## src/rtl/vc_circular_buffer.sv

```systemverilog
// vc_circular_buffer: per-port flit store holding NUM_VC circular queues
// behind one shared write port and one shared read port, with on/off hysteresis.
module vc_circular_buffer #(
    parameter int FLIT_W      = 64,
    parameter int NUM_VC      = 4,
    parameter int BUFFER_SIZE = 8,
    parameter int OFF_THR     = BUFFER_SIZE - 2,
    parameter int ON_THR      = 1,
    localparam int VC_W       = (NUM_VC > 1) ? $clog2(NUM_VC) : 1,
    localparam int CNT_W      = $clog2(BUFFER_SIZE + 1)
) (
    input  logic                    clk,
    input  logic                    rst_n,
    input  logic                    write_i,
    input  logic [VC_W-1:0]         write_vc_i,
    input  logic [FLIT_W-1:0]       input_Data,
    input  logic                    read_i,
    input  logic [VC_W-1:0]         read_vc_i,
    output logic [FLIT_W-1:0]       output_Data,
    output logic [NUM_VC-1:0]       buf_empty,
    output logic [NUM_VC-1:0]       buf_full,
    output logic [NUM_VC-1:0]       buf_On_Off,
    output logic [NUM_VC*CNT_W-1:0] occupancy,
    output logic                    overflow_o,
    output logic                    underflow_o
);

    localparam int PTR_W = $clog2(BUFFER_SIZE);
    localparam logic [PTR_W-1:0] PTR_LAST = PTR_W'(BUFFER_SIZE - 1);
    localparam logic [CNT_W-1:0] CNT_FULL = CNT_W'(BUFFER_SIZE);
    localparam logic [CNT_W-1:0] CNT_OFF  = CNT_W'(OFF_THR);
    localparam logic [CNT_W-1:0] CNT_ON   = CNT_W'(ON_THR);

    logic [FLIT_W-1:0] mem [NUM_VC][BUFFER_SIZE];
    logic [PTR_W-1:0]  wr_ptr_q [NUM_VC];
    logic [PTR_W-1:0]  rd_ptr_q [NUM_VC];
    logic [CNT_W-1:0]  count_q [NUM_VC];
    logic [CNT_W-1:0]  count_d [NUM_VC];

    logic [NUM_VC-1:0] wr_dec;
    logic [NUM_VC-1:0] rd_dec;
    logic [NUM_VC-1:0] wr_sel;
    logic [NUM_VC-1:0] rd_sel;
    logic [NUM_VC-1:0] wr_ok;
    logic [NUM_VC-1:0] rd_ok;
    logic [NUM_VC-1:0] on_off_q;
    logic              ovf_hit;
    logic              unf_hit;
    logic              overflow_q;
    logic              underflow_q;

    function automatic logic [PTR_W-1:0] ptr_inc(input logic [PTR_W-1:0] p);
        return (p == PTR_LAST) ? '0 : p + PTR_W'(1);
    endfunction

    // A one-hot shift drops out-of-range VC indices to an all-zero select.
    always_comb begin
        wr_dec    = NUM_VC'(1) << write_vc_i;
        rd_dec    = NUM_VC'(1) << read_vc_i;
        wr_sel    = write_i ? wr_dec : '0;
        rd_sel    = read_i ? rd_dec : '0;
        wr_ok     = '0;
        rd_ok     = '0;
        ovf_hit   = 1'b0;
        unf_hit   = 1'b0;
        buf_empty = '0;
        buf_full  = '0;
        occupancy = '0;
        for (int v = 0; v < NUM_VC; v++) begin
            rd_ok[v] = rd_sel[v] && (count_q[v] != '0);
            // A pop in the same cycle frees the slot a full VC needs.
            wr_ok[v] = wr_sel[v] && ((count_q[v] != CNT_FULL) || rd_ok[v]);
            count_d[v] = count_q[v] + CNT_W'(wr_ok[v]) - CNT_W'(rd_ok[v]);
            if (wr_sel[v] && !wr_ok[v]) ovf_hit = 1'b1;
            if (rd_sel[v] && !rd_ok[v]) unf_hit = 1'b1;
            buf_empty[v] = (count_q[v] == '0);
            buf_full[v]  = (count_q[v] == CNT_FULL);
            occupancy[v*CNT_W +: CNT_W] = count_q[v];
        end
    end

    always_comb begin
        output_Data = '0;
        for (int v = 0; v < NUM_VC; v++) begin
            if (rd_dec[v]) output_Data = mem[v][rd_ptr_q[v]];
        end
    end

    always_ff @(posedge clk or negedge rst_n) begin
        if (!rst_n) begin
            for (int v = 0; v < NUM_VC; v++) begin
                wr_ptr_q[v] <= '0;
                rd_ptr_q[v] <= '0;
                count_q[v]  <= '0;
                on_off_q[v] <= 1'b1;
            end
            overflow_q  <= 1'b0;
            underflow_q <= 1'b0;
        end else begin
            for (int v = 0; v < NUM_VC; v++) begin
                if (wr_ok[v]) wr_ptr_q[v] <= ptr_inc(wr_ptr_q[v]);
                if (rd_ok[v]) rd_ptr_q[v] <= ptr_inc(rd_ptr_q[v]);
                count_q[v] <= count_d[v];
                // Hysteresis: between the thresholds the bit holds.
                if (count_d[v] >= CNT_OFF) begin
                    on_off_q[v] <= 1'b0;
                end else if (count_d[v] <= CNT_ON) begin
                    on_off_q[v] <= 1'b1;
                end
            end
            overflow_q  <= overflow_q | ovf_hit;
            underflow_q <= underflow_q | unf_hit;
        end
    end

    always_ff @(posedge clk) begin
        for (int v = 0; v < NUM_VC; v++) begin
            if (wr_ok[v]) mem[v][wr_ptr_q[v]] <= input_Data;
        end
    end

    assign buf_On_Off  = on_off_q;
    assign overflow_o  = overflow_q;
    assign underflow_o = underflow_q;

endmodule

```

## config.mk

```make
export PLATFORM = sky130hd
export DESIGN_NAME = vc_circular_buffer
export DESIGN_NICKNAME = d
export VERILOG_FILES = /design/src/rtl/vc_circular_buffer.sv
export SDC_FILE = /design/constraint.sdc
export NUM_CORES = 2
export LEC_CHECK = 0
export ABC_AREA = 1
export CAP_MARGIN = 10
export CORE_MARGIN = 5
export CORE_UTILIZATION = 55
export DETAILED_ROUTE_END_ITERATION = 8
export MAX_ROUTING_LAYER = met4
export PLACE_DENSITY = 0.75
export REMOVE_ABC_BUFFERS = 1
export SLEW_MARGIN = 15
export SYNTH_ARGS = -nofsm -noshare
export SYNTH_HDL_FRONTEND = slang
export SYNTH_SLANG_ARGS = --single-unit
```

## constraint.sdc

```tcl
create_clock -name clk -period 6.6 [get_ports clk]
set_clock_uncertainty 0.1 [all_clocks]
set_input_delay 0.66 -clock clk [delete_from_list [all_inputs] [get_ports clk]]
set_output_delay 0.66 -clock clk [all_outputs]
set_load 0.005 [all_outputs]
```

* After elaboration in Yosys (flattened, before gate mapping)
Memories as Yosys holds them, arrays and structs flattened.
Index checks and enable logic that the tools add are counted.
** Word-level totals
- Flip-flop bits (word level) :: 46
- Memory bits (writable) :: 2048
- Output and inout port bits :: 94
- Word-level logic and storage cells :: 185
- Memories kept :: 1
** Memory list
- mem :: depth 4, bits a word 512, rd ports 4, clocked after memory_dff 0, write ports 4, RTL line 34 : logic [FLIT_W-1:0] mem [NUM_VC][BUFFER_SIZE];
** Cells by class
- Add/sub/neg operators :: 16
- Order comparisons :: 20
- Eq/ne operators :: 16
- Shift operators :: 2
- Muxes and demuxes :: 58
- Bitwise operators :: 10
- Reductions and logical operators :: 44
** Operators by type and width (count)
- $mux W512 :: 4
- $mux W64 :: 16
- $bmux W64 S3 :: 4
- $demux W64 S3 :: 4
- $ge A4 B4 Y1 const B :: 8
- $not A3 Y4 :: 8
- $add A3 B1 Y3 const B :: 8
- $eq A3 B3 Y1 const B :: 8
- $mux W3 :: 8
- $logic_and A1 B1 Y1 :: 20
- $mux W1 :: 20
- $add A4 B1 Y4 :: 4
- $eq A4 B4 Y1 const B :: 4
- $ge A4 B3 Y1 const B :: 4
- $le A4 B1 Y1 const B :: 4
- $logic_not A4 Y1 :: 4
- $lt A4 B1 Y1 const B :: 4
- $ne A4 B4 Y1 const B :: 4
- $reduce_bool A4 Y1 :: 4
- $sub A4 B1 Y4 :: 4
- $logic_not A1 Y1 :: 8
- $mux W4 :: 2
- $reduce_bool A2 Y1 :: 4
- $shl A1 B2 Y4 const A :: 2
- other kinds (2) :: 6

* Logic depth before layout (Yosys ltp)
- Depth after elaboration :: 12
- Depth in mapped cells :: 17
- Mapped depth without buffers :: 16

* Least setup slack after synthesis
OpenSTA, ideal clock, no wires.
- Path kind :: input to register
- From :: input read_vc_i[0]
- To :: memory mem[1][0] (netlist name) (enable)
- Setup time :: 0.565 ns
- Arrival time :: 5.696 ns
- Data required time :: 5.935 ns
- Setup slack :: 0.238 ns
- Stages :: 7
- Buffers on the path :: 1
- Cells stage by stage :: inv_1 > nor2_1 > nand3_1 > nand2_1 > nand2_1 > buf_2 > nor3_1
** RTL lines
- start: declaration :: RTL line 18 : input logic [VC_W-1:0] read_vc_i,
- end: declaration :: RTL line 34

* Final worst setup path
- From :: register rd_ptr_q[10] (netlist name)
- To :: output output_Data[25]
** On the way
- Cells in the longest elaborated chain, start to end :: 8
** RTL lines
- start: declaration :: RTL line 36 : logic [PTR_W-1:0] rd_ptr_q [NUM_VC];
- start signal: indexed assignment :: RTL line 102 : if (rd_ok[v]) rd_ptr_q[v] <= ptr_inc(rd_ptr_q[v]);
- $not A3 Y4 (not written as such) :: RTL line 85 : if (rd_dec[v]) output_Data = mem[v][rd_ptr_q[v]];
- $bmux W64 S3 :: RTL line 85
- $mux W64 (not written as such) (2 in a row) :: RTL line 85
- $mux W64 (4 in a row) :: RTL line 85
- end: declaration :: RTL line 19 : output logic [FLIT_W-1:0] output_Data,
Every way passes these cells. The select of a mux whose other input is x is not followed.

==> results.cfg <==
[outcome]
status = finished, violations left
violations = design-rule violations

[sta]
maxSlewHeadroom_pct = 17.5
final_max_slew_viol_count = 0
fin_crit_ns = 5.31
finalCritPeriodShare_pct = 80.4
fmax_ghz = 0.188
fin_ws_ns = 1.29
hold_viol_final = 0
final-setup-viol-count = 0
whs_ns = 0.247
tightestPinTransition_ns = 1.23
rsz0062_at_grt = false

[job]
maxCapViolations = 0

[pwr]
power.leakage_nw = 37.5
p_sw_share_pct = 36.0
pwr-share-clk_pct = 27.9
power_density_nw_per_um2 = 398
peakVddDrop_v = 0.000640
intPower_mw = 24.6
seqPwrFrac_pct = 41.9
netSwitchingPower_mw = 13.9
comb_power_share_pct = 30.2

[drt]
ant_nets = 0
firstDrtPassIters = 9
post-route-drc-count = 1
wl_per_cell_um = 22.6
via_per_inst = 5.81
drtIter0Drc = 7133
route.vias.total = 58793
wirelength_mm = 229

[worst_setup_path]
arrival_ns = 4.55
cp_slowest_cell = buf_4
cp_cell_sequence = buf_4 -> buf_4 -> nand3_1 -> nand3_1 -> nand3_1 -> nand4_1 -> clkdlybuf4s50_1
slowest_delay_ns = 1.05
crit_top_cell = nand3_1
crit_fanout = 85
reg2reg_slack_ns = 3.16
worstPathRequired_ns = 5.84
cp.buffers_inverters = 3
critPathCaptureType = output pin
critPathTopFamily = buffers and inverters
worst-setup-path-type = reg2out
startpoint_type = flop

[grt]
grt_pass1_wl_mm = 342
grt_pass1_vias = 57042
antenna_found_initial = 8
grt_use_total_pct = 27.7
grt_start_max_net_pins = 195
grt_overflow_total = 0

[cts]
clk_pin_slew_worst_paths_ns = 0.06
cts.sink_count = 2094
numCtsBuffers = 201
clk_path_buf_depth = 3
cts-root-buf = clkbuf_16
clk_latency_ns = 0.84
cts_setup_buffers = 0
cts_tree = yes
htreeDepth = 4

[layout]
layout.cells.non_filler = 10124
layout_commonest_cell = nand2_1
fin_nets = 7998
final_cell_mix = nand2_1 (2621), edfxtp_1 (2048), nand3_1 (1211)
synthToLayoutAreaGrowth_pct = 11.0
drive_gt1_share_pct = 5.28

[logic_synthesis]
yosysWarnings = 0
synthArstFlopShare_pct = 2.20
syn_inst = 7850
synth.ff_latch_count = 2094
ys_types = 28
synthesis.area_um2 = 87100
synth_edf_count = 2048
ys.flop_type = edfxtp_1
synth_area_per_cell_um2 = 11.1
ys_seq_area_share_pct = 71.9

[floorplan]
initial_core_util_pct = 55.2
die_w_um = 408
core-area_um2 = 158000
die_area_um2 = 166000
rows = 146
io_pins = 166
fp.dieH_um = 408

[placement]
placed_cells = 9752
dp_hpwl_mm = 113
numPortBuffers = 165
routabilityCongestion = 0.798
dp_slack_ns = 1.63

[hold_path]
hold_class = in2reg
==> power by group through the flow <==
stage / combinational (mW) / sequential, mW / clock, mW
2_1_floorplan: 6.97 / 16.8 / 0
3_3_place_gp: 11.1 / 16.3 / 0
3_5_place_dp: 11.4 / 16.4 / 0
4_1_cts: 11.5 / 16.1 / 10.8
5_1_grt: 12.8 / 16.2 / 11.4
6_report: 11.6 / 16.1 / 10.7
==> cell families after synthesis <==
kind of cell / after synthesis / share of synthesized area [%]
and+or+nand+nor: 4297 / 20.5
DFF: 2094 / 71.9
buffers and inverters: 1177 / 5.52
AOI/OAI and AO/OA: 232 / 1.36
adders and majority gates: 42 / 0.638
xor gates and xnor gates: 8 / 0.0805
==> sequential cells by signal, indices dropped and copies added (netlist names) <==
name and count:
mem 2048, occupancy 16, rd_ptr_q 12, wr_ptr_q 12
buf_On_Off 4, overflow_o 1, underflow_o 1
==> what timing repair did <==
item	4_1_cts	5_1_grt
hold buffers	1	0
gates resized for setup	0	0
hold endpoints to repair	42	0
==> per-stage QoR <==
step / instance area, um2 / utilization (%) / TNS (ns) / power (mW)
6_report: 96600 / 61.2 / 0 / 38.5
5_1_grt: 96600 / 61.2 / 0 / 40.3
4_1_cts: 96700 / 61.3 / 0 / 38.4
3_5_place_dp: 90600 / 57.4 / 0 / 27.8
3_3_place_gp: 90600 / 57.4 / 0 / 27.4
2_1_floorplan: 85100 / - / -3190.45 / 23.7
==> path summary, 6_finish.rpt <==
check                                         start                         to  cells past startpoint
max                        rd_ptr_q[10]$_DFFE_PN0P_            output_Data[25]                      7
min                                  input_Data[19]      mem[1][147]$_DFFE_PP_                      1
max reg2reg                 occupancy[14]$_DFF_PN0_  buf_On_Off[3]$_DFFE_PN1P_                     15
min reg2reg                   underflow_o$_DFF_PN0_      underflow_o$_DFF_PN0_                      2
max in group asynchronous                     rst_n    rd_ptr_q[9]$_DFFE_PN0P_                      3
min in group asynchronous                     rst_n    occupancy[15]$_DFF_PN0_                      3
==> synthesized netlist by cell type, types with 6 or more instances <==
cell	n	share of area, %
nor2_1	382	1.6
inv_1	745	3.2
ha_1	38	0.55
clkbuf_1	136	0.59
a21oi_1	14	0.080
nand2_1	2621	11
dfrtp_1	42	1.2
nand4_1	40	0.29
nor3_1	36	0.21
o211ai_1	9	0.078
buf_1	57	0.25
edfxtp_1	2048	71
o21ai_0	199	1.1
nand3_1	1211	7.0
o21ai_1	9	0.052
xor2_1	6	0.060
buf_2	209	1.2
buf_6	8	0.10
buf_4	16	0.14
==> final cells by class <==
class	count	area, um2
Sequential cell	2094	62700
Fill cell	11853	61200
Multi-Input combinational cell	4579	19800
Clock buffer	255	5310
Inverter	751	2880
Timing Repair Buffer	257	2600
Tap cell	2072	2590
Clock inverter	111	754
Antenna cell	5	12.5
==> per-layer routing <==
| layer | routed length [um] | track usage, % | vias to the layer above |
|---|---|---|---|
| li1 | - | - | 26394 |
| met4 | 7620 | 8.95 | 0 |
| met3 | 26300 | 5.70 | 550 |
| met5 | 0 | - | - |
| met2 | 107000 | 43.7 | 3526 |
| met1 | 87400 | 36.7 | 28323 |
Power figures use the tool's default switching activity.
